**config.mk**
```make
export PLATFORM = sky130hd
export DESIGN_NAME = seq_mantissa_multiplier
export DESIGN_NICKNAME = d
export VERILOG_FILES = /design/src/rtl/fp_mul_pkg.sv /design/src/rtl/mul_partial_row.sv /design/src/rtl/seq_mantissa_multiplier.sv
export SDC_FILE = /design/constraint.sdc
export NUM_CORES = 1
export LEC_CHECK = 0
export CAP_MARGIN = 10
export CORE_ASPECT_RATIO = 0.75
export CORE_MARGIN = 5
export CORE_UTILIZATION = 55
export DETAILED_ROUTE_END_ITERATION = 8
export PLACE_DENSITY = 0.76
export SLEW_MARGIN = 20
export SYNTH_ARGS = -nofsm -noshare
export SYNTH_HDL_FRONTEND = slang
export SYNTH_SLANG_ARGS = --single-unit
```
**constraint.sdc**
```tcl
create_clock -name clk -period 17.71 [get_ports clk]
set_input_delay 2.6565 -clock clk [delete_from_list [all_inputs] [get_ports clk]]
set_output_delay 2.6565 -clock clk [all_outputs]
set_load 0.03 [all_outputs]
```
**src/rtl/fp_mul_pkg.sv**
```systemverilog
// Shared types and sizing helpers for the FP multiplier datapath.
package fp_mul_pkg;

    // Single-precision mantissa width, including the hidden bit.
    localparam int MANT_W = 24;

    typedef enum logic [1:0] {
        IDLE = 2'd0,
        RUN  = 2'd1,
        DONE = 2'd2
    } mul_state_t;

    // Number of partial-row iterations for one product.
    function automatic int mul_niter(input int width, input int bpc);
        return width / bpc;
    endfunction

    // Counter width with one bit of headroom above the largest index.
    function automatic int mul_cnt_w(input int width, input int bpc);
        return $clog2(width / bpc) + 1;
    endfunction

endpackage

```
**src/rtl/mul_partial_row.sv**
```systemverilog
// One WIDTH x BPC partial product: the multiplicand ANDed with each of the
// BPC multiplier bits, shifted into place and summed.
module mul_partial_row #(
    parameter int WIDTH = 24,
    parameter int BPC   = 4
) (
    input  logic [WIDTH-1:0]     a,
    input  logic [BPC-1:0]       b_chunk,
    output logic [WIDTH+BPC-1:0] row
);

    logic [WIDTH+BPC-1:0] a_ext;

    assign a_ext = (WIDTH + BPC)'(a);

    // Sum the BPC AND-shifted copies of the multiplicand.
    always_comb begin
        row = '0;
        for (int i = 0; i < BPC; i++) begin
            if (b_chunk[i]) begin
                row = row + (a_ext << i);
            end
        end
    end

endmodule

```
**src/rtl/seq_mantissa_multiplier.sv**
```systemverilog
// Iterative unsigned WIDTH x WIDTH multiplier, BPC multiplier bits per cycle,
// with a pass-through tag so the FP wrapper can re-associate sign/exponent.
//
// Handshake: a transfer happens on a rising edge where valid && ready are both
// high. in_ready is high only in IDLE; out_valid is high only in DONE, and
// out_p/out_tag stay frozen until the consumer takes them with out_ready.
// Accept and retire never coincide, and operands offered while busy are
// ignored rather than queued.
module seq_mantissa_multiplier
    import fp_mul_pkg::*;
#(
    parameter int WIDTH = MANT_W,
    parameter int BPC   = 4,
    parameter int TAG_W = 10
) (
    input  logic               clk,
    input  logic               rst,
    input  logic               in_valid,
    output logic               in_ready,
    input  logic [WIDTH-1:0]   in_a,
    input  logic [WIDTH-1:0]   in_b,
    input  logic [TAG_W-1:0]   in_tag,
    output logic               out_valid,
    input  logic               out_ready,
    output logic [2*WIDTH-1:0] out_p,
    output logic [TAG_W-1:0]   out_tag,
    output mul_state_t         dbg_state
);

    localparam int NITER  = mul_niter(WIDTH, BPC);
    localparam int CNT_W  = mul_cnt_w(WIDTH, BPC);
    localparam int PROD_W = 2 * WIDTH;
    localparam logic [CNT_W-1:0] LAST_CNT = CNT_W'(NITER - 1);

    if (WIDTH % BPC != 0) begin : g_bad_bpc
        $error("seq_mantissa_multiplier: WIDTH must be a multiple of BPC");
    end

    mul_state_t            state;
    logic [CNT_W-1:0]      cnt;
    logic [WIDTH-1:0]      a_q;
    logic [WIDTH-1:0]      b_q;
    logic [TAG_W-1:0]      tag_q;
    logic [PROD_W-1:0]     acc;
    logic [BPC-1:0]        b_chunk;
    logic [WIDTH+BPC-1:0]  row;
    logic [PROD_W-1:0]     row_shifted;
    logic [PROD_W-1:0]     acc_next;

    // Multiplier slice for the current iteration, lowest bits first.
    assign b_chunk = b_q[int'(cnt) * BPC +: BPC];

    mul_partial_row #(
        .WIDTH (WIDTH),
        .BPC   (BPC)
    ) u_row (
        .a       (a_q),
        .b_chunk (b_chunk),
        .row     (row)
    );

    // Align the partial row to its weight and add it in; the running sum
    // never exceeds a*b, so PROD_W bits cannot overflow.
    assign row_shifted = PROD_W'(row) << (int'(cnt) * BPC);
    assign acc_next    = acc + row_shifted;

    assign in_ready  = (state == IDLE);
    assign dbg_state = state;

    // Control FSM, operand capture, accumulation and output registers.
    always_ff @(posedge clk) begin
        if (rst) begin
            state     <= IDLE;
            cnt       <= '0;
            a_q       <= '0;
            b_q       <= '0;
            tag_q     <= '0;
            acc       <= '0;
            out_p     <= '0;
            out_tag   <= '0;
            out_valid <= 1'b0;
        end else begin
            case (state)
                IDLE: begin
                    if (in_valid) begin
                        a_q   <= in_a;
                        b_q   <= in_b;
                        tag_q <= in_tag;
                        acc   <= '0;
                        cnt   <= '0;
                        state <= RUN;
                    end
                end
                RUN: begin
                    acc <= acc_next;
                    cnt <= cnt + 1'b1;
                    // Fixed latency: no early exit on zero multiplier bits.
                    if (cnt == LAST_CNT) begin
                        out_p     <= acc_next;
                        out_tag   <= tag_q;
                        out_valid <= 1'b1;
                        state     <= DONE;
                    end
                end
                DONE: begin
                    if (out_ready) begin
                        out_valid <= 1'b0;
                        state     <= IDLE;
                    end
                end
                default: begin
                    out_valid <= 1'b0;
                    state     <= IDLE;
                end
            endcase
        end
    end

endmodule
```
==> reports/results.ini <==
[final_layout]
syn_to_final_growth_pct = 13.0
multi_input_area_sq_um = 10600
n_antenna_cell = 0
fillers = 2370
final_common_cell = nand2_1
mostFrequentLayoutCells = nand2_1, a21oi_1, dfxtp_1, nor2_1, clkdlybuf4s50_1
fin_cells = 2409
nNetsFinal = 2236
drive_above_1_share_pct = 5.57
regArea_sq_um = 3420

[synthesis]
syn-instance-count = 2018
async_reset_ff_share_pct = 0
netlist_area_sq_um = 14600
yosys_warnings = 0
ys_seq_area_share_pct = 23.4
ys_ff_latch = 171
syn-mean-instance-area_sq_um = 7.25
synth_nets = 2202
yosysUniqueCellTypes = 94
synth_edf_count = 0
ys.flop_type = dfxtp_1

[sta]
drv_slew = 0
fin_crit_sh_pct = 67.5
worst_pin_slew_ns = 1.11
max-slew-margin-rel_pct = 25.8
fmax_ghz = 0.0836
min_period_ns = 11.96
clock_skew_ns = 0.0152
hold_ws_ns = 0.454
setup_viol = 0
rsz0062_at_grt = false
hold_viol = 0
fin_setup_tns_ns = 0

[setup_path]
endpoint_kind = flop
worstRegToRegCells = 44
criticalPathCategory = flop to flop
critPathMaxFanout = 45
cp_slowest_cell = o31ai_1
cp-start-kind = flop
cp_slowest_stage_delay_ns = 0.64
critPathBufInv = 2
reg2reg_setup_slack_ns = 5.75
rr_endpoint = out_p[44]$_SDFFE_PP0P_
r2r_start = cnt[0]$_SDFFE_PP0P_
crit_family = compound AO/OA/AOI/OAI gates
required_ns = 18.08
cp_data_arrival_time_ns = 12.33

[hold_path]
hp-start = out_p[46]$_SDFFE_PP0P_
holdPathStages = 2
hold_class = flop to flop
min_to = out_p[46]$_SDFFE_PP0P_

[placement]
gp_congestion = 0.973
io_buffers = 123
dp_hpwl_um = 32300
dp.cells = 2377

[pwr]
leakagePower_uw = 0.00680
internal-power_uw = 684
combPwrFrac_pct = 24.5
p_sw_uw = 366
seqPwrFrac_pct = 39.1
clkPwrFrac_pct = 36.4
ir_worst_vdd_v = 0.0000678
swShare_pct = 34.9
p_per_area_nw_per_um2 = 63.5

[cts]
cts_made_buffers = 17
clock_path_buffers = 2
h-tree-depth = 4
clock-sinks = 171
cts-resized-gates = 0
path_clk_slew_ns = 0.07
clk_latency_ns = 0.45
ctsHoldBuffers = 0
cts-root-buf = clkbuf_16
post-cts-setup-buffers = 0
cts_tree = yes

[routing]
avgViaCountPerCell = 6.20
vias = 14931
drt-pass1-iter-count = 6
post_drt_wl_per_cell_um = 18.5
drtIter0Drc = 1587
drc = 0
ant_nets = 0
wl_um = 44500

[floorplanning]
fp-row-count = 51
core_area_sq_um = 26100
die_x_um = 198
die_h_um = 151
die-area_sq_um = 30000
ios = 124
start_util_pct = 56.1

[global_routing]
antenna_found_initial = 1
grt_use_total_pct = 29.2
grt_pass1_vias = 13897
grt_max_degree = 98
gr-total-overflow = 0
grt_first_pass_wirelength_um = 72200

[status]
outcome = complete, no violations

[job]
cap_viol_max_count = 0

[cell type report]
| cell class | count | area share [%] |
|---|---|---|
| well taps | 344 | 2.60 |
| flip-flops and latches | 171 | 20.7 |
| clock inverters | 14 | 0.930 |
| clock buffers | 18 | 2.65 |
| multi-input cells | 1680 | 64.0 |
| repair buffers | 140 | 8.20 |
| inverters | 42 | 0.953 |
[cell families (layout without fill, tap and decap cells)]
group / Yosys count / count (layout) / share of synthesized area, %
AOI/OAI and AO/OA: 672 / 672 / 29.5
xor gates and xnor gates: 103 / 103 / 6.16
adders and majority gates: 123 / 123 / 10.7
buffers and inverters: 167 / 214 / 4.56
DFF: 171 / 171 / 23.4
muxes: 54 / 54 / 4.00
and+or+nand+nor: 728 / 728 / 21.6
[worst min-delay path, delay by kind of cell, from the launching register on]
family          cells  cell delay, ns
flops               1            0.31
simple gates        1            0.05
compound gates      1            0.05
[state kept, by name, indices dropped and copies added (netlist names)]
| signal | count |
|---|---|
| cnt | 4 |
| dbg_state | 2 |
| out_p | 48 |
| out_valid | 1 |
| tag_q | 10 |
| acc | 48 |
| out_tag | 10 |
| a_q | 24 |
| b_q | 24 |
[how the worst max path moves through the flow]
stage | startpoint | endpoint | slack (ns) | cells after the start
2_1_floorplan | cnt[1]$_SDFFE_PP0P_ | out_p[44]$_SDFFE_PP0P_ | 7.71 | 51
3_3_place_gp | cnt[0]$_SDFFE_PP0P_ | out_p[44]$_SDFFE_PP0P_ | 6.35 | 46
3_5_place_dp | cnt[0]$_SDFFE_PP0P_ | out_p[44]$_SDFFE_PP0P_ | 6.10 | 44
4_1_cts | cnt[0]$_SDFFE_PP0P_ | out_p[44]$_SDFFE_PP0P_ | 6.01 | 44
5_1_grt | cnt[0]$_SDFFE_PP0P_ | out_p[44]$_SDFFE_PP0P_ | 5.01 | 44
6_report | cnt[0]$_SDFFE_PP0P_ | out_p[44]$_SDFFE_PP0P_ | 5.75 | 44
[layer usage]
metal | up-vias | track usage [%] | routed length [um]
met5 | - | 0 | 7
met2 | 623 | 44.5 | 19000
met4 | 2 | 6.09 | 548
met1 | 6951 | 43.1 | 21200
met3 | 55 | 5.25 | 3840
li1 | 7300 | - | -
[synth_stat cells, types with 4 or more instances]
library cell  count  area [sq um]
nand2_1         371          1390
a21oi_1         279          1400
dfxtp_1         171          3420
nor2_1          153           574
ha_1            118          1480
o21ai_0         104           521
clkbuf_1        100           375
nand3_1          66           330
a21o_1           65           488
xnor2_1          64           561
inv_1            40           150
xor2_1           39           342
nor2b_1          32           200
mux2i_1          27           270
nor3_1           26           130
mux2_2           24           270
a31oi_1          23           144
o21a_1           17           128
a22o_1           16           140
o21bai_1         16           120
a211oi_1         15           113
nand4_1          15          93.8
o22ai_1          14          87.6
and3_1           13          81.3
buf_1            12          45.0
nand2b_1         12          75.1
a22oi_1          11          82.6
and2_1            8          50.1
buf_2             8          40.0
o211ai_1          8          60.1
or3_1             8          50.1
o221ai_1          7          61.3
a211o_1           6          52.6
a41oi_1           6          52.6
o2111ai_1         6          52.6
o31ai_1           6          45.0
a311oi_1          5          43.8
o22a_1            5          43.8
a221oi_1          4          35.0
fa_1              4          80.1
o211a_1           4          40.0
o2bb2ai_1         4          35.0
o32ai_1           4          35.0
[power by group through the flow]
stage	Clock, uW	Combinational (uW)	Sequential, uW
floorplan	0	185	412
global placement	0	247	419
detailed placement	0	250	419
CTS	386	252	411
global route	403	281	412
finish	382	257	411
[per-stage QoR]
step           worst slack, ns  total power [uW]  util (%)  instance area [sq um]
3_5_place_dp              6.10               669      61.1                  15900
5_1_grt                   5.01              1100      63.4                  16500
2_1_floorplan             7.71               597         -                  14600
4_1_cts                   6.01              1050      63.4                  16500
6_report                  5.75              1050      63.4                  16500
3_3_place_gp              6.35               666      61.1                  15900
Note: power is estimated with default switching activity, not from simulation.
